--- config.mk ---
export PLATFORM = sky130hd
export DESIGN_NAME = regfile_write_arbiter
export DESIGN_NICKNAME = d
export VERILOG_FILES = /design/src/rtl/regfile_write_arbiter.sv
export SDC_FILE = /design/constraint.sdc
export NUM_CORES = 1
export LEC_CHECK = 0
export CORE_MARGIN = 8
export CORE_UTILIZATION = 55
export CTS_CLUSTER_SIZE = 16
export DETAILED_ROUTE_END_ITERATION = 8
export DONT_BUFFER_PORTS = 1
export PLACE_DENSITY = 0.67
export SKIP_LAST_GASP = 1
export SYNTH_ARGS = -nofsm -noshare
export SYNTH_HDL_FRONTEND = slang
export SYNTH_SLANG_ARGS = --single-unit
--- constraint.sdc ---
create_clock -name clk -period 1.55 [get_ports clk]
set_input_delay 0.2325 -clock clk [delete_from_list [all_inputs] [get_ports clk]]
set_output_delay 0.2325 -clock clk [all_outputs]
set_load 0.05 [all_outputs]
--- src/rtl/regfile_write_arbiter.sv ---
// Register file write-port sequencer and arbiter.
// After reset it zeroes registers 1..2^REGBITS-1, one per cycle. It then shares
// the single write port between requester A (execute) and requester B (memory)
// using a round-robin pointer. All write-port outputs are registered.
module regfile_write_arbiter #(
  parameter int WIDTH   = 32,
  parameter int REGBITS = 5
) (
  input  logic               clk,
  input  logic               reset,
  input  logic               req_a_valid,
  output logic               req_a_ready,
  input  logic [REGBITS-1:0] req_a_addr,
  input  logic [WIDTH-1:0]   req_a_data,
  input  logic               req_b_valid,
  output logic               req_b_ready,
  input  logic [REGBITS-1:0] req_b_addr,
  input  logic [WIDTH-1:0]   req_b_data,
  output logic               regwrite,
  output logic [REGBITS-1:0] wa,
  output logic [WIDTH-1:0]   wd,
  output logic               init_done
);

  typedef enum logic {
    StInit,
    StRun
  } state_e;

  localparam logic [REGBITS-1:0] LastReg  = '1;
  localparam logic [REGBITS-1:0] FirstReg = REGBITS'(1);

  state_e             state_q, state_d;
  logic [REGBITS-1:0] cnt_q, cnt_d;
  logic               ptrB_q, ptrB_d;
  logic               regwrite_q, regwrite_d;
  logic [REGBITS-1:0] wa_q, wa_d;
  logic [WIDTH-1:0]   wd_q, wd_d;
  logic               initDone_q, initDone_d;
  logic               grantA, grantB;

  // State register: INIT after reset, RUN forever once the last register is launched.
  always_ff @(posedge clk or posedge reset) begin
    if (reset) state_q <= StInit;
    else       state_q <= state_d;
  end

  // Next state: leave INIT on the edge that launches the highest register address.
  always_comb begin
    state_d = state_q;
    if (state_q == StInit && cnt_q == LastReg) state_d = StRun;
  end

  // Grant outputs: only in RUN; when both requesters are valid, the pointer decides.
  always_comb begin
    grantA = 1'b0;
    grantB = 1'b0;
    if (state_q == StRun) begin
      grantA = req_a_valid && (!req_b_valid || !ptrB_q);
      grantB = req_b_valid && (!req_a_valid ||  ptrB_q);
    end
  end

  assign req_a_ready = grantA;
  assign req_b_ready = grantB;

  // Datapath next-state: init sweep, or the accepted write; writes to register 0 are dropped.
  always_comb begin
    cnt_d      = cnt_q;
    ptrB_d     = ptrB_q;
    regwrite_d = 1'b0;
    wa_d       = wa_q;
    wd_d       = wd_q;
    initDone_d = initDone_q;
    if (state_q == StInit) begin
      regwrite_d = 1'b1;
      wa_d       = cnt_q;
      wd_d       = '0;
      cnt_d      = cnt_q + 1'b1;
    end else begin
      initDone_d = 1'b1;
      if (grantA) begin
        wa_d       = req_a_addr;
        wd_d       = req_a_data;
        regwrite_d = (req_a_addr != '0);
        ptrB_d     = 1'b1;
      end else if (grantB) begin
        wa_d       = req_b_addr;
        wd_d       = req_b_data;
        regwrite_d = (req_b_addr != '0);
        ptrB_d     = 1'b0;
      end
    end
  end

  // Datapath registers: reset discards any accepted-but-unwritten request and restarts init at 1.
  always_ff @(posedge clk or posedge reset) begin
    if (reset) begin
      cnt_q      <= FirstReg;
      ptrB_q     <= 1'b0;
      regwrite_q <= 1'b0;
      wa_q       <= '0;
      wd_q       <= '0;
      initDone_q <= 1'b0;
    end else begin
      cnt_q      <= cnt_d;
      ptrB_q     <= ptrB_d;
      regwrite_q <= regwrite_d;
      wa_q       <= wa_d;
      wd_q       <= wd_d;
      initDone_q <= initDone_d;
    end
  end

  assign regwrite  = regwrite_q;
  assign wa        = wa_q;
  assign wd        = wd_q;
  assign init_done = initDone_q;

endmodule

==> summary.txt <==
Synthesis
  • Synth unique cells: 32
  • Syn avg cell area: 9.58 µm²
  • Main synth FF type: dfrtp_1
  • Cell Area, Synth: 0.00243 mm²
  • Sequential share of the synthesized area: 0.474
  • Yosys reg bits: between 40 and 50
  • Post-synth EDFFs: 0
  • Ys async rst share: 1.00
  • Synth Warn #: 0
  • Yosys top cell by area: dfrtp_1
  • Synth area leaders: dfrtp_1 (46%), nand3_1 (15%), o211ai_2 (10%)
  • Syn Inst Count: 254
  • Top cell type's share of synthesized area: 0.463
  • Syn_nets: 334

Pwr
  • Comb pwr share: 0.167
  • Flop pwr share: 0.570
  • Switch share: 0.377
  • Leakage power: 1.21 nW
  • Internal power: 1.99 mW
  • P_sw: roughly 1.2 mW
  • IR drop worst, VDD: 0.000662 V
  • Clock Power Share: 0.263
  • Pwr/cell area: 1170 mW/mm²

Worst hold path
  • Hold Path Sink: ptrB_q
  • Hold Startpoint: req_b_valid
  • Hold Crit Depth: 1
  • Worst min path class: input pin to flop

Setup path
  • CP delay by family, top: flip-flops
  • Worst r2r src: state_q
  • Critical path peak fanout: 8
  • Crit-path slowest cell: dfrtp_1
  • Crit start category: flop
  • Worst stage delay on the critical path: 0.41 ns
  • Worst setup EP type: primary output
  • WP data arrival: 1.24 ns
  • WP buf/inv: 1
  • Reg-to-reg endpoint: cnt_q[3]
  • Worst R2R Path Depth: 6
  • Worst-path cell chain: and2_4 > and2_4 > buf_8
  • Most used cell, CP: and2_4
  • CP Data Required Time: approximately 1.3 ns
  • Crit Path Category: flop to primary output
  • Reg-to-reg slack, setup: approximately 0.09 ns

Clock network
  • H-tree level count: 2
  • CTS tree: yes
  • CTS Sinks: 46
  • Root buf cell: clkbuf_8
  • Clk_lat worst skew: 0.29 ns
  • Num CTS Buffers: 5
  • Worst-case clock buffer depth: 2
  • Clk slew on worst S/H paths: 0.08 ns

Global route
  • Met3 Use GR: 0.0833
  • Met2 global-route usage: 0.309
  • Initial antenna violation count: 0
  • Number of global-route vias before repair: 2106
  • GRT Overall Usage: 0.194
  • First-pass GRT wire length: 10200 µm
  • Grt ovf: 0
  • Routing usage on met1: 0.241
  • Largest net degree at the start of global routing: 28
  • Most Used Layer, Global Route: met2

STA
  • Max Fclk: 680 MHz
  • Fin worst setup slack: 0.0786 ns
  • Max-slew headroom: 0.656
  • Max-slew violations: 0
  • RSZ-0062 raised after global routing: yes
  • Setup Skew: roughly 0.0050 ns
  • Final setup vio count: 0
  • Min cycle time layout: 1.47 ns
  • Worst Tran Pin Value: between 0.5 and 0.6 ns
  • Period utilisation layout: 0.949
  • Final hold vios: 0

Placement
  • Placer congestion estimate: between 0.7 and 0.8
  • Count of input and output buffers: 0
  • Post-DP HPWL: 4890 µm
  • Post-place setup slack: about 0.1 ns
  • Placed cells: roughly 300

Detailed routing
  • WL/cell: 21.2 µm
  • Routed Antenna Nets: 0
  • Via Count: 2042
  • DRC Markers: 0
  • 1st-pass router iterations: 4
  • Drt total wl: 6700 µm
  • Post-DR vias/cell: about 6.5
  • Starting DRC count in detailed routing: roughly 150

Cells and area
  • Antenna cell count: 0
  • Final cell count without fillers: 316
  • Layout cells sized above 1: 0.246
  • Most frequent cells in the layout: nand3_1 (75), dfrtp_1 (45), nand2_1 (39), buf_4 (23), o211ai_2 (20)
  • Synth-to-Final Area Change: 12.1%
  • Net count, final: 343
  • Fillcell total: 390
  • Most common cell after layout, fill and taps aside: nand3_1

Floorplan
  • Std cell rows: 24
  • IO Count: 119
  • Die area: roughly 0.0068 mm²
  • Die Wd: 82.5 µm
  • Vert. Die Dim: between 80 and 90 µm
  • Core ar.: 0.00432 mm²
  • Starting Density: 0.563

Run status
  • Status: finished clean

Flow run
  • Max_cap viols: 0
[final cells by class]
class	count	area [µm²]	share of cell area
Clock buffer	8	110	0.0403
Multi-Input combinational cell	179	1140	0.418
Inverter	3	11.3	0.00413
Timing Repair Buffer	28	249	0.0912
Sequential cell	46	1150	0.422
Tap cell	52	65.1	0.0238
[how the worst max path moves through the flow]
stage / start / to / slack, ns / depth (start not counted)
6_report: state_q / req_a_ready / 0.08 / 3
5_1_grt: state_q / wd[20] / -0.01 / 6
4_1_cts: state_q / req_a_ready / 0.01 / 3
3_5_place_dp: cnt_q[0] / cnt_q[4] / 0.10 / 4
3_3_place_gp: cnt_q[0] / cnt_q[4] / 0.13 / 4
2_1_floorplan: cnt_q[0] / cnt_q[4] / 0.15 / 4
[logic make-up after synthesis]
family | synth area share
xor+xnor | 0.0108
buf+inv | 0.0643
flops | 0.474
simple gates | 0.249
compound gates | 0.183
mux | 0.00925
fa+ha+maj | 0.0103
[sequential cells by signal, indices dropped and copies added (netlist names)]
name and cells:
cnt_q 5, init_done 1, ptrB_q 1, regwrite 1
state_q 1, wa 5, wd 32
[power groups by stage]
stage	sequential (mW)	clock (mW)	combinational (mW)
6_report	1.82	0.838	0.534
5_1_grt	1.84	0.903	0.586
4_1_cts	1.82	0.859	0.529
3_5_place_dp	1.84	0	0.524
3_3_place_gp	1.84	0	0.513
2_1_floorplan	1.86	0	0.365
[routing by layer]
| layer | part of all wire | wire (µm) | up-vias |
|---|---|---|---|
| met2 | 0.47 | 3150 | 113 |
| li1 | - | - | 930 |
| met3 | 0.13 | 885 | 6 |
| met1 | 0.39 | 2620 | 993 |
| met5 | 0 | 0 | - |
| met4 | 0.0063 | 42 | 0 |
[through the flow]
| step | TNS, ns | utilization | hold slack, ns | instance area, µm² | power (mW) |
|---|---|---|---|---|---|
| 2_1_floorplan | 0 | - | 0.339 | 2430 | 2.22 |
| 5_1_grt | -0.0216 | 0.631 | 0.0306 | 2730 | 3.32 |
| 4_1_cts | 0 | 0.623 | 0.0345 | 2690 | 3.21 |
| 3_3_place_gp | 0 | 0.588 | 0.159 | 2540 | 2.35 |
| 3_5_place_dp | 0 | 0.588 | 0.166 | 2540 | 2.37 |
| 6_report | 0 | 0.631 | 0.0423 | 2730 | 3.19 |
[worst reg2reg max path: stages, from the launching register on]
cell and delay, ns:
dfrtp_1 0.42, buf_4 0.15, buf_4 0.12, buf_4 0.18, nor2b_1 0.21, nand3_1 0.12
xnor2_1 0.14
[synthesized netlist by cell type (2+ instances only)]
library cell	n
nand3_1	75
dfrtp_1	45
nand2_1	39
o211ai_2	20
o211ai_1	16
buf_2	14
a2bb2oi_1	4
buf_1	4
buf_6	3
clkbuf_1	3
inv_1	3
xnor2_1	3
buf_4	2
ha_1	2
mux2_2	2
nor2_1	2
or2_2	2
[what timing repair did]
action | CTS | global route
hold endpoints to repair | 45 | 0
pin swaps | 0 | 1
endpoints found under the setup margin | 1 | 22
buffers inserted | 3 | 3
hold buffers | 1 | 0
gates resized for setup | 2 | 3
(Power assumes the default switching activity.)
==> patch 1 (config.mk and constraints unchanged) <==
The parameter `WIDTH` goes from 32 to 28.
--- a/src/rtl/regfile_write_arbiter.sv
+++ b/src/rtl/regfile_write_arbiter.sv
@@ -3,7 +3,7 @@
 // the single write port between requester A (execute) and requester B (memory)
 // using a round-robin pointer. All write-port outputs are registered.
 module regfile_write_arbiter #(
-  parameter int WIDTH   = 32,
+  parameter int WIDTH   = 28,
   parameter int REGBITS = 5
 ) (
   input  logic               clk,
Ports: changed (resized req_a_data, req_b_data and wd); port bits go from 119 to 107. No check against the original RTL was run, so the function may have changed too.
==> patch 1 against the original RTL <==
Combinational power is 5.2% lower; area after synthesis fell by 6.2%; largest cell class is now multi-input combinational cells; sequential cell count decreased by 4; critical path type is now flop to flop; final area decreased by 8.2%; via count decreased by 7.0%; routed wire length shrank 3.9%; worst setup slack worse by 7.5 ps; synthesized cell count shrank 9.1%; power shrank 10%; largest power group unchanged.
==> patch 1: results (changes against the original RTL) <==
[final_layout]
largest_register_ffs = 28  ; -13%
final_nets = 304  ; -11%
layoutNonFillerInstCount = 283  ; -10%
fillers = 324  ; -17%

[placement]
place_ws_ps = 86.7  ; -15.6 ps
post-dp-hpwl_um = 4630  ; -5.3%
dp.cells = 271  ; -10%
placed_area_um2 = 2350  ; -7.7%

[worst_setup_path]
crit_fanout = 3  ; -5
reg2reg_slack_ps = 70  ; -20 ps
r2r_end = cnt_q[4]
rr_startpoint = cnt_q[0]
ff2ff_path_depth = 4  ; -2

[sta]
fin_skew_ps = 7.63  ; +2.61 ps
whs_ps = 49.6  ; +7.30 ps
relSlewSlack_pct = 47.7  ; -18 points

[logic_synthesis]
synthCells = 231  ; -9.1%
synthAdderAreaFrac_pct = 1.10  ; +0.068 points
ys_top_cells_by_area = dfrtp_1, o211ai_2, nand3_1
synth-compound-area-share_pct = 20.2  ; +1.9 points
yosys.cell_types.count = 30  ; -6.3%
synth_top_area_share_pct = 44.9  ; -1.3 points
synthMuxAreaShare_pct = 0.986  ; +0.061 points

[cts]
post_cts_buffers = 2  ; -1

[power]
irDropWorstVdd_v = 0.000748  ; +13%

[outcome]
outcome = finished, final reports clean

[route]
vias = 1900  ; -7.0%
first_iter_violations = 135  ; -7.5%

[global_routing]
grt_max_degree = 37  ; +32%
grt_usage_pct = 19.5  ; +0.14 points

==> patch 1: cell count changes after synthesis <==
cell,before,now
o211ai_1,16,3
buf_4,2,1
dfrtp_1,45,41
buf_2,14,10
nor3b_1,0,1
buf_1,4,0
o211ai_2,20,29
buf_6,3,5
or2_1,1,0
nand2_1,39,35
clkbuf_1,3,7
or2_2,2,3
nand3_1,75,67
nor3b_2,1,0
==> patch 1: final cells by class <==
type	instances	area (µm²)	share of cell area [%]
Multi-Input combinational cell	163	1090	43.6
Tap cell	50	62.6	2.50
Clock inverter	1	5.00	0.200
Sequential cell	42	1050	42.0
Inverter	3	11.3	0.449
Timing Repair Buffer	17	196	7.84
Clock buffer	7	86.3	3.44
==> patch 1: critical path, stage by stage, from the launching register on <==
cell     delay (ps)
dfstp_2         560
ha_1            170
and3_1          160
ha_1            220
mux2_2          260
==> patch 1: report_power, final <==
part | internal (mW) | switching (mW) | leakage [nW] | total [mW]
logic | 0.200 | 0.306 | 0.586 | 0.506
registers | 1.20 | 0.447 | 0.500 | 1.65
clock network | 0.359 | 0.349 | 0.0482 | 0.709
==> patch 1: worst max path at each step <==
| stage | start | end | slack, ps |
|---|---|---|---|
| after detailed placement | cnt_q[0] | cnt_q[4] | 90 |
| after floorplan | cnt_q[0] | cnt_q[4] | 150 |
| after global placement | cnt_q[0] | cnt_q[4] | 130 |
| after global routing | state_q | req_a_ready | 10 |
| final | cnt_q[0] | cnt_q[4] | 70 |
| after CTS | state_q | req_b_ready | 4 |
==> patch 1: layer usage <==
layer  track usage [%]  routed length, µm
met4              5.64                 70
met3              7.25                631
met1              22.1               2430
met2              33.3               3310
met5                 0                  0
==> patch 2 (same flow settings) <==
Made on the original files. Take the reset off `wd_q` and load it in a clocked block of its own.
--- a/src/rtl/regfile_write_arbiter.sv
+++ b/src/rtl/regfile_write_arbiter.sv
@@ -100,16 +100,18 @@
       ptrB_q     <= 1'b0;
       regwrite_q <= 1'b0;
       wa_q       <= '0;
-      wd_q       <= '0;
       initDone_q <= 1'b0;
     end else begin
       cnt_q      <= cnt_d;
       ptrB_q     <= ptrB_d;
       regwrite_q <= regwrite_d;
       wa_q       <= wa_d;
-      wd_q       <= wd_d;
       initDone_q <= initDone_d;
     end
+  end
+
+  always_ff @(posedge clk) begin
+    wd_q <= wd_d;
   end
 
   assign regwrite  = regwrite_q;
Function: same outputs for any inputs over 10 cycles, from zero or initial values and one cycle with reset high; that may be too few to reach the edited logic, so the function may still have changed.
==> patch 2 against the original RTL <==
Worst hold slack better by 14 ps; routed wire length fell by 6.8%; worst setup slack lost 11 ps; combinational power shrank 8.2%; power decreased by 4.8%; synthesized cell count down 1.2%; area after synthesis decreased by 8.7%; final area decreased by 10%; critical path type is now flop to flop; sequential cell count unchanged; critical endpoint is now cnt_q[4].
==> patch 2: results (changes against the original RTL) <==
[final_layout]
fillers = 349  ; -11%
drive_above_1_share_pct = 16.7  ; -8.0 points
final_nets = 331  ; -3.5%

[route]
top_layer = met4
drt-vias-per-instance = 6.37  ; -1.5%
met1_length_um = 2460  ; -6.4%
route.met3.wl_um = 823  ; -7.0%
first_iter_violations = 99  ; -32%
wl_met2_um = 2910  ; -7.7%

[worst_setup_path]
crit_fanout = 3  ; -5
cp.arrival_ps = 1670  ; +430 ps
r2r_end = cnt_q[4]

[worst_hold_path]
worstHoldStart = req_a_addr[4]
hold_end = wa[4]

[power]
power.leakage_nw = 1.02  ; -16%
pg_comb_mw = 0.490  ; -8.2%
p_clk_mw = 0.732  ; -13%
irDropWorstVdd_v = 0.000689  ; +4.0%
power_mw = 3.04  ; -4.8%

[global_routing]
grtUsageMet3_pct = 9.23  ; +0.90 points
grt_usage_pct = 18.7  ; -0.68 points
grt_pass1_vias = 1872  ; -11%
grt_pass1_wl_um = 9400  ; -8.2%
grt_max_degree = 39  ; +39%

[logic_synthesis]
synthMuxAreaShare_pct = 1.46  ; +0.54 points
ys_top_cells_by_area = dfxtp_1, nand3_1, dfrtp_1
ys_top_cells_by_count = nand3_1, nand2_1, dfxtp_1, o211ai_1
synth-compound-area-share_pct = 18.0  ; -0.33 points
synth_ff_type = dfxtp_1
async_reset_ff_share_pct = 30.4  ; -70 points
yosys.cell_types.count = 35  ; +9.4%
synth-seq-area-share_pct = 44.7  ; -2.7 points

[placement]
post-dp-hpwl_um = 4450  ; -9.0%
place.gp.congestion = 0.750  ; -4.1%

[outcome]
outcome = finished, final reports clean

[sta]
worst_pin_slew_ps = 544  ; +27.2 ps
fin_skew_ps = 9.76  ; +4.75 ps

patch 2: what timing repair did:
item / CTS / global route
pin swaps: 1 / 0
setup buffers: 2 / 0
gates resized for setup: 1 / 1
hold endpoints to repair: 13 / 0
endpoints found under the setup margin: 1 / 1
hold buffers: 1 / 0
patch 2: area by class of cell:
class                   instances  area share, %
repair buffers                 17           8.36
well taps                      50           2.55
multi-input cells             178           44.6
inverters                       3          0.459
clock inverters                 3          0.816
clock buffers                   5           2.80
flip-flops and latches         46           40.4
patch 2: worst max-delay path by stage:
stage	start	to	slack, ps	cells after the start
CTS	state_q	req_b_ready	10	3
global placement	state_q	wd[0]	120	4
floorplan	cnt_q[0]	cnt_q[4]	150	4
global route	state_q	req_b_ready	1	3
finish	cnt_q[0]	cnt_q[4]	70	4
detailed placement	state_q	wd[29]	100	4
patch 2: cell families (layout without fill, tap and decap cells):
family / Yosys count / count (layout)
compound gates: 45 / 45
simple gates: 125 / 125
xor+xnor: 3 / 3
fa+ha+maj: 2 / 2
buf+inv: 27 / 28
flops: 46 / 46
mux: 3 / 3
patch 2: per-stage QoR:
step | hold slack, ps | setup WS, ps | area (µm²) | utilization (%) | std cells
after floorplan | 121 | 150 | 2220 | - | 251
after global placement | 198 | 118 | 2330 | 59.1 | 291
after detailed placement | 196 | 100 | 2330 | 59.1 | 291
after CTS | 51.9 | 9.67 | 2450 | 62.0 | 302
after global routing | 40.3 | 1.13 | 2450 | 62.2 | 302
final | 56.3 | 67.2 | 2450 | 62.2 | 302
patch 2: critical path, stage by stage (launching register included):
cell and delay, ps:
dfstp_2 570, ha_1 180, and3_1 160, ha_1 210, mux2_2 250
